==> config.mk <==
export PLATFORM = sky130hd
export DESIGN_NAME = mem_initiator
export DESIGN_NICKNAME = d
export VERILOG_FILES = /design/src/rtl/mem_initiator.sv
export SDC_FILE = /design/constraint.sdc
export NUM_CORES = 1
export LEC_CHECK = 0
export ABC_AREA = 1
export BUFFER_PORTS_ARGS = -buffer_cell sky130_fd_sc_hd__buf_2
export CORE_MARGIN = 5
export CORE_UTILIZATION = 40
export CTS_CLUSTER_DIAMETER = 120
export DETAILED_ROUTE_END_ITERATION = 8
export PLACE_DENSITY = 0.68
export SYNTH_ARGS = -nofsm -noshare
export SYNTH_HDL_FRONTEND = slang
export SYNTH_SLANG_ARGS = --single-unit
==> constraint.sdc <==
create_clock -name CLK -period 3 [get_ports CLK]
set_clock_uncertainty 0.1 [all_clocks]
set_input_delay 0.6 -clock CLK [delete_from_list [all_inputs] [get_ports CLK]]
set_output_delay 0.6 -clock CLK [all_outputs]
set_load 0.1 [all_outputs]
==> src/rtl/mem_initiator.sv <==
// mem_initiator: valid/ready request stream to MEMCTRL strobe sequencer with read-data capture.
// Optional write-verify read-back with sticky err flag is enabled by defining MEMINIT_WRVERIFY_EN.
module mem_initiator #(
  parameter int AW          = 16,
  parameter int DW          = 8,
  parameter int RD_LAT      = 1,
  parameter int RECOVER_CYC = 1
) (
  input  logic          CLK,
  input  logic          RSTN,
  input  logic          req_valid,
  output logic          req_ready,
  input  logic          req_we,
  input  logic [AW-1:0] req_addr,
  input  logic [DW-1:0] req_wdata,
  output logic          rsp_valid,
  output logic [DW-1:0] rsp_rdata,
  output logic [AW-1:0] ADDR,
  output logic          CE,
  output logic          CSB,
  output logic          WEB,
  output logic          OEB,
  output logic [DW-1:0] IDATA,
  input  logic [DW-1:0] ODATA,
  output logic          err
);
`ifdef MEMINIT_WRVERIFY_EN
  typedef enum logic [2:0] {IDLE, ACCESS, RECOVER, VERIFY_ACCESS, VERIFY_RECOVER} state_t;
`else
  typedef enum logic [1:0] {IDLE, ACCESS, RECOVER} state_t;
`endif
  state_t          r_state;
  logic            r_ready;
  logic [AW-1:0]   r_addr;
  logic            r_ce;
  logic            r_csb;
  logic            r_web;
  logic            r_oeb;
  logic [DW-1:0]   r_idata;
  logic [2:0]      r_cnt;
  logic [RD_LAT-1:0] r_tag;
  logic            r_rsp_valid;
  logic [DW-1:0]   r_rsp_rdata;
  logic            w_launch;
  logic            w_cap;
  logic            w_pend;
  logic            w_done;
  logic            w_vfy;
`ifdef MEMINIT_WRVERIFY_EN
  logic            r_we;
  logic [DW-1:0]   r_wdata;
  logic            r_vfy;
  logic            r_err;
  assign w_vfy = r_vfy;
  assign err   = r_err;
`else
  assign w_vfy = 1'b0;
  assign err   = 1'b0;
`endif
  assign req_ready = r_ready;
  assign rsp_valid = r_rsp_valid;
  assign rsp_rdata = r_rsp_rdata;
  assign ADDR      = r_addr;
  assign CE        = r_ce;
  assign CSB       = r_csb;
  assign WEB       = r_web;
  assign OEB       = r_oeb;
  assign IDATA     = r_idata;
  assign w_launch  = r_ce & ~r_oeb;
  assign w_cap     = r_tag[RD_LAT-1];
  assign w_done    = (r_cnt <= 3'd1) && !w_pend;
  // a read is still in flight if its tag has not yet reached the capture stage
  always_comb begin
    w_pend = 1'b0;
    for (int i = 0; i < RD_LAT - 1; i++) w_pend = w_pend | r_tag[i];
  end
  // access sequencer: every strobe and req_ready is registered here
  always_ff @(posedge CLK or negedge RSTN) begin
    if (!RSTN) begin
      r_state <= IDLE;
      r_ready <= 1'b0;
      r_addr  <= '0;
      r_ce    <= 1'b0;
      r_csb   <= 1'b1;
      r_web   <= 1'b1;
      r_oeb   <= 1'b1;
      r_idata <= '0;
      r_cnt   <= '0;
`ifdef MEMINIT_WRVERIFY_EN
      r_we    <= 1'b0;
      r_wdata <= '0;
      r_vfy   <= 1'b0;
`endif
    end else begin
      case (r_state)
        IDLE: begin
          if (req_valid && r_ready) begin
            r_state <= ACCESS;
            r_ready <= 1'b0;
            r_addr  <= req_addr;
            r_ce    <= 1'b1;
            r_csb   <= 1'b0;
            r_web   <= ~req_we;
            r_oeb   <= req_we;
            r_idata <= req_we ? req_wdata : '0;
`ifdef MEMINIT_WRVERIFY_EN
            r_we    <= req_we;
            r_wdata <= req_wdata;
            r_vfy   <= 1'b0;
`endif
          end else begin
            r_ready <= 1'b1;
          end
        end
        ACCESS: begin
          r_state <= RECOVER;
          r_ce    <= 1'b0;
          r_csb   <= 1'b1;
          r_web   <= 1'b1;
          r_oeb   <= 1'b1;
          r_idata <= '0;
          r_cnt   <= 3'(RECOVER_CYC);
        end
        RECOVER: begin
          if (w_done) begin
`ifdef MEMINIT_WRVERIFY_EN
            if (r_we) begin
              r_state <= VERIFY_ACCESS;
              r_ce    <= 1'b1;
              r_csb   <= 1'b0;
              r_oeb   <= 1'b0;
              r_vfy   <= 1'b1;
            end else begin
              r_state <= IDLE;
              r_ready <= 1'b1;
            end
`else
            r_state <= IDLE;
            r_ready <= 1'b1;
`endif
          end else if (r_cnt != 3'd0) begin
            r_cnt <= r_cnt - 3'd1;
          end
        end
`ifdef MEMINIT_WRVERIFY_EN
        VERIFY_ACCESS: begin
          r_state <= VERIFY_RECOVER;
          r_ce    <= 1'b0;
          r_csb   <= 1'b1;
          r_oeb   <= 1'b1;
          r_cnt   <= 3'(RECOVER_CYC);
        end
        VERIFY_RECOVER: begin
          if (w_done) begin
            r_state <= IDLE;
            r_ready <= 1'b1;
          end else if (r_cnt != 3'd0) begin
            r_cnt <= r_cnt - 3'd1;
          end
        end
`endif
        default: r_state <= IDLE;
      endcase
    end
  end
  // read-latency tag pipeline and response capture; verify reads never respond
  always_ff @(posedge CLK or negedge RSTN) begin
    if (!RSTN) begin
      r_tag       <= '0;
      r_rsp_valid <= 1'b0;
      r_rsp_rdata <= '0;
    end else begin
      r_tag[0] <= w_launch;
      for (int i = 1; i < RD_LAT; i++) r_tag[i] <= r_tag[i-1];
      r_rsp_valid <= w_cap & ~w_vfy;
      if (w_cap && !w_vfy) r_rsp_rdata <= ODATA;
    end
  end
`ifdef MEMINIT_WRVERIFY_EN
  // sticky mismatch between verify read-back and the data just written
  always_ff @(posedge CLK or negedge RSTN) begin
    if (!RSTN) r_err <= 1'b0;
    else if (w_cap && r_vfy && ODATA != r_wdata) r_err <= 1'b1;
  end
`endif
endmodule
# Word-level counts from Yosys, hierarchy flattened
# Index checks and enable logic that the tools add are counted.
totals:
  reg_bits: 44
  latchBits: 0
  ram_bits: 0
  rom_bits: 0
  input_bits: 36
  output_inout_bits: 39
  elab_cells: 54
  memories: 0
op_classes:
  add_sub_neg: 1
  multipliers: 0
  n_div: 0
  magnitude_cmp: 1
  n_eq_ne: 6
  shift: 0
  mux: 20
  n_bitwise: 3
  reduce_logical: 11
ops:
  columns: ["cell", "count"]
  rows:
  - ["two-way mux 8 bit", 2]
  - ["case mux 8 bit (2 select lines)", 1]
  - ["case mux 1 bit (2 select lines)", 5]
  - ["inequality test 2 bit, second input constant", 4]
  - ["AND reduction 2 bit", 4]
  - ["two-way mux 1 bit", 6]
  - ["two-way mux 3 bit", 2]
  - ["case mux 2 bit (3 select lines)", 1]
  - ["case mux 3 bit (2 select lines)", 1]
  - ["nonzero test 2 bit", 3]
  - ["two-way mux 2 bit", 2]
  - ["less-or-equal comparator 3 x 1 -> 1 bit, second input constant", 1]
  - ["AND reduction 3 bit", 1]
  - ["nonzero test 3 bit", 1]
  - ["subtractor 3 x 1 -> 3 bit, second input constant", 1]
  - ["equality test 2 x 1 -> 1 bit, second input constant", 1]
  - ["equality test 2 bit, second input constant", 1]
  - ["zero test 2 bit", 1]
  - ["NOT 1 bit", 2]
  - ["AND 1 bit", 1]
  - ["logical AND 1 bit", 1]

# Logic depth before layout (Yosys ltp)
depth:
  depth_word: 4
  mapped_depth: 8

# Worst setup path after synthesis
# Ideal clock, no wire load.
synth_path:
  kind: "register to register"
  start: "reg r_ready, in the netlist req_ready"
  end: "reg r_idata[6], in the netlist IDATA[6]"
  setup_time_ps: 121
  arrival_ps: 1534
  path_slack_ps: 1246
  stages_incl_launch_ff: 7
  path_cell_list: "dfrtp_1 nand2_1 inv_1 nand2_4 buf_4 nand3_1 nand2_1"
synth_between:
  elab_chain_len: 3
synth_rtl:
  columns: ["item", "line_no", "source"]
  rows:
  - ["start, declared", "33", "logic r_ready;"]
  - ["start signal, assigned", "81", "r_ready <= 1'b0;"]
  - ["start signal, assigned", "99", "r_ready <= 1'b0;"]
  - ["start signal, assigned", "112", "r_ready <= 1'b1;"]
  - ["logical AND 1 bit", "97", "if (req_valid && r_ready) begin"]
  - ["inequality test 2 bit (no line)", null, null]
  - ["AND reduction 2 bit (no line)", null, null]
  - ["end signal, assigned", "105", "r_idata <= req_we ? req_wdata : '0;"]
  - ["end, declared", "39", "logic [DW-1:0] r_idata;"]
# No other way between the ends.
# A chain may end at the register's enable or synchronous reset.

# Worst setup path in the final report
layout_path:
  start: "reg r_oeb, in the netlist OEB"
  end: "out OEB"
layout_rtl:
  columns: ["item", "line_no", "source"]
  rows:
  - ["start, declared", "38", "logic r_oeb;"]
  - ["start signal, assigned", "104", "r_oeb <= req_we;"]
  - ["end, declared", "22", "output logic OEB,"]
# No word-level cell between the ends.

==> results_tabular.tex <==
\begin{tabular}{lr}
\hline
Metric & Value \\
\hline
\multicolumn{2}{l}{\textbf{Floorplan}} \\
\quad Initial Util & between 40\% and 50\% \\
\quad Y dimension of the die & a little under 80 um \\
\quad Number of placed I/O pins & 75 \\
\quad Die width & a little under 80 um \\
\quad Die area & between 0.005 and 0.006 mm\^{}2 \\
\quad CORE AREA & $\sim$0.0044 mm\^{}2 \\
\quad Rows & 24 \\
\multicolumn{2}{l}{\textbf{Placed design}} \\
\quad Number of buffers inserted by port buffering & 73 \\
\quad Worst setup slack after placement & $\sim$1.3 ns \\
\quad Routability-driven placement congestion ratio & around 0.82 \\
\quad HPWL Detailed & around 2800 um \\
\multicolumn{2}{l}{\textbf{Run status}} \\
\quad Run status & completed \\
\multicolumn{2}{l}{\textbf{Synth}} \\
\quad Syn Inst Count & between 150 and 200 \\
\quad Post-synthesis xor/xnor area fraction & less than 1\% \\
\quad Simple-gate portion of the synthesized area & between 20\% and 30\% \\
\quad Number of synthesized register bits & 44 \\
\quad Post-synthesis mux area share & 4.962\% \\
\quad Synthesized-area fraction occupied by ao, oa, aoi and oai cells & 0.5513\% \\
\quad Number of warnings reported in the yosys synthesis log & 0 \\
\quad Net count of the mapped netlist & 228 \\
\quad Combinational family with the most area after synthesis & simple AND/OR/NAND/NOR gates \\
\quad Summed instance area of the synthesized netlist & 0.001815 mm\^{}2 \\
\quad Synthesized area per cell & about 9.6 um\^{}2 \\
\quad Sequential share of the synthesized area & 60.85\% \\
\quad Synth Area in Adders & approximately 2.1\% \\
\quad Netlist cell types & 20 \\
\multicolumn{2}{l}{\textbf{STA}} \\
\quad Total of endpoints with negative setup slack in the final report & 0 \\
\quad Fin Setup TNS & 0 ns \\
\quad Measured slew at the worst slew-check pin & approximately 0.95 ns \\
\quad Final Max Tran Viols & 0 \\
\quad Fin crit period & 1.973 ns \\
\quad Final WS setup & 1.027 ns \\
\quad Setup repair after global routing missed its margin & false \\
\quad Max Clk Rate & a little over 500 MHz \\
\quad Max\_slew headroom & a little under two fifths \\
\quad Number of hold-slack violations in the final timing report & 0 \\
\quad Post-route clock period utilization & about two thirds \\
\multicolumn{2}{l}{\textbf{Drt}} \\
\quad DRC errors left & 0 \\
\quad DRT Wirelength & just under 4000 um \\
\quad First-pass iteration count of the detailed router & 4 \\
\quad Iteration-0 DRC Markers & 63 \\
\quad Average detailed-routed wire length per instance & around 12 um \\
\quad Number of antenna-violating nets in the routed design & 0 \\
\quad Vias post-DR & about 1500 \\
\quad Drt via density & around 4.6 \\
\multicolumn{2}{l}{\textbf{Finish}} \\
\quad Multi-input gate area & between 600 and 700 um\^{}2 \\
\quad Commonest non-fill, non-tap cells in the layout & sky130\_fd\_sc\_hd\_\_nand2\_1 (88), sky130\_fd\_sc\_hd\_\_buf\_2 (73), sky130\_fd\_sc\_hd\_\_dfrtp\_1 (41) \\
\quad Number of nets in the layout & just over 300 \\
\quad Synth-to-layout area growth & 27.64\% \\
\quad Antenna diodes & 0 \\
\quad Filler cells & between 400 and 500 \\
\quad Layout cell share with drive strength beyond 1 & 36.74\% \\
\quad Most common cell after layout, fill and taps aside & sky130\_fd\_sc\_hd\_\_nand2\_1 \\
\quad Storage cell area & around 0.0011 mm\^{}2 \\
\multicolumn{2}{l}{\textbf{Clock network}} \\
\quad Number of hold buffers added after CTS & 0 \\
\quad Number of gates resized after cts & 0 \\
\quad Clock latency on the worst-skew pair & between 0.2 and 0.3 ns \\
\quad TritonCTS Buffers & 5 \\
\quad Post CTS Setup Buffer Count & 0 \\
\quad Buffer levels on the longest clock path & 2 \\
\quad Clock slew seen by the registers of the worst setup and hold paths & about 0.080 ns \\
\quad CTS root buffer & sky130\_fd\_sc\_hd\_\_clkbuf\_8 \\
\quad H-tree depth & 2 \\
\quad Clock sink total & 44 \\
\quad Clock tree from TritonCTS & built \\
\multicolumn{2}{l}{\textbf{Worst setup path}} \\
\quad Type of destination of the critical path & primary output \\
\quad Top Family by Delay on Critical Path & flip-flops \\
\quad Crit path kind & reg2out \\
\quad Cell with the biggest individual delay on the critical path & sky130\_fd\_sc\_hd\_\_dfstp\_2 \\
\quad Type of origin of the critical path & flip-flop \\
\quad Largest fanout on the critical path & 3 \\
\quad Slowest Stage Delay on Critical Path & around 0.55 ns \\
\quad Critical path data arrival time & 1.27 ns \\
\quad Worst R2R Setup Slack & $\sim$1.6 ns \\
\quad Instance count on the critical path & 1 \\
\quad First element of the critical path & OEB\$\_DFFE\_PN1P\_ \\
\quad Critical path cell sequence & buf\_2 \\
\quad Buf/Inv on CP & 1 \\
\quad Reg2Reg Capture Point & IDATA[6]\$\_DFFE\_PN0P\_ \\
\quad R2R depth & 7 \\
\quad Data required, critical path & between 2 and 2.5 ns \\
\quad Setup crit end & OEB \\
\quad Beginning of the worst register-to-register path & r\_state[1]\$\_DFFE\_PN0P\_ \\
\multicolumn{2}{l}{\textbf{Global routing}} \\
\quad Number of antenna violations at the first check in global routing & 0 \\
\quad Global-route wire length before repair & 6637 um \\
\quad Remaining Overflow, GRT & 0 \\
\quad Met1 global-route usage & between 15 and 20\% \\
\quad Global-route usage over all layers & between 10 and 15\% \\
\quad Global-route track usage on met3 & 4.977\% \\
\quad Busiest layer in global routing & met2 \\
\quad Number of global-route vias before repair & 1509 \\
\quad Global-route met2 utilization & around 23\% \\
\quad Pin count of the biggest net entering global routing & 45 \\
\multicolumn{2}{l}{\textbf{Worst hold path}} \\
\quad Worst min path class & in2async \\
\multicolumn{2}{l}{\textbf{Run}} \\
\quad Max-cap violations & 0 \\
\hline
\end{tabular}
metal layers:
| layer | wire (um) | vias up |
|---|---|---|
| met4 | 19 | 0 |
| met3 | 307 | 2 |
| li1 | - | 730 |
| met5 | 0 | - |
| met2 | 1804 | 49 |
| met1 | 1742 | 672 |
worst min path at each step:
| stage | from | end | slack [ns] | cells after the start |
|---|---|---|---|---|
| 2_1_floorplan | RSTN | ADDR[0]$_DFFE_PN0P_ | 0.20 | 0 |
| 3_3_place_gp | CSB$_DFFE_PN1P_ | CSB$_DFFE_PN1P_ | 0.36 | 2 |
| 3_5_place_dp | CSB$_DFFE_PN1P_ | CSB$_DFFE_PN1P_ | 0.36 | 2 |
| 4_1_cts | RSTN | ADDR[1]$_DFFE_PN0P_ | 0.38 | 1 |
| 5_1_grt | req_addr[9] | ADDR[9]$_DFFE_PN0P_ | 0.39 | 3 |
| 6_report | RSTN | ADDR[3]$_DFFE_PN0P_ | 0.35 | 1 |
state kept, by name (all words and copies together), names as in the netlist:
name / flops
r_tag: 1
rsp_rdata: 8
OEB: 1
rsp_valid: 1
r_state: 2
WEB: 1
CE: 1
IDATA: 8
ADDR: 16
req_ready: 1
r_cnt: 3
CSB: 1
synth_stat cells:
cell type	instances	share of area [%]
sky130_fd_sc_hd__nand2_1	88	18
sky130_fd_sc_hd__dfrtp_1	41	57
sky130_fd_sc_hd__nand3_1	15	4.1
sky130_fd_sc_hd__inv_1	10	2.1
sky130_fd_sc_hd__mux2_2	8	5.0
sky130_fd_sc_hd__nor2_1	4	0.83
sky130_fd_sc_hd__buf_4	3	1.2
sky130_fd_sc_hd__dfstp_2	3	4.3
sky130_fd_sc_hd__ha_1	3	2.1
sky130_fd_sc_hd__buf_2	2	0.55
sky130_fd_sc_hd__nand2_4	2	1.2
sky130_fd_sc_hd__o21ai_0	2	0.55
sky130_fd_sc_hd__buf_6	1	0.62
sky130_fd_sc_hd__clkinv_4	1	0.48
sky130_fd_sc_hd__conb_1	1	0.21
sky130_fd_sc_hd__inv_6	1	0.48
sky130_fd_sc_hd__nand3b_1	1	0.41
sky130_fd_sc_hd__nor2_2	1	0.34
sky130_fd_sc_hd__nor3_1	1	0.28
sky130_fd_sc_hd__xnor2_1	1	0.48
metrics by stage:
| step | instance area (um^2) | utilization, % | std cells | hold slack [ns] |
|---|---|---|---|---|
| detailed placement | 2202 | 50.23 | 308 | 0.3586 |
| global placement | 2202 | 50.23 | 308 | 0.3599 |
| CTS | 2317 | 52.85 | 316 | 0.3755 |
| global route | 2317 | 52.85 | 316 | 0.3889 |
| floorplan | 1815 | - | 189 | 0.2044 |
| finish | 2317 | 52.85 | 316 | 0.3526 |
cell families (layout without fill, tap and decap cells):
logic type	count (synthesis)	after routing
AOI/OAI and AO/OA	2	2
and+or+nand+nor	112	112
other	1	1
xor gates and xnor gates	1	1
buffers and inverters	18	93
DFF	44	44
adders and majority gates	3	3
muxes	8	8
area by class of cell:
class | count | share of cell area, %
Timing Repair Buffer | 73 | 15.77
Clock inverter | 3 | 1.998
Inverter | 12 | 2.376
Clock buffer | 5 | 2.970
Tap cell | 52 | 2.808
Sequential cell | 44 | 47.68
Multi-Input combinational cell | 127 | 26.40
Power is not shown: default switching activity piles up to over one toggle a cycle in this logic, so the estimate is an artifact.
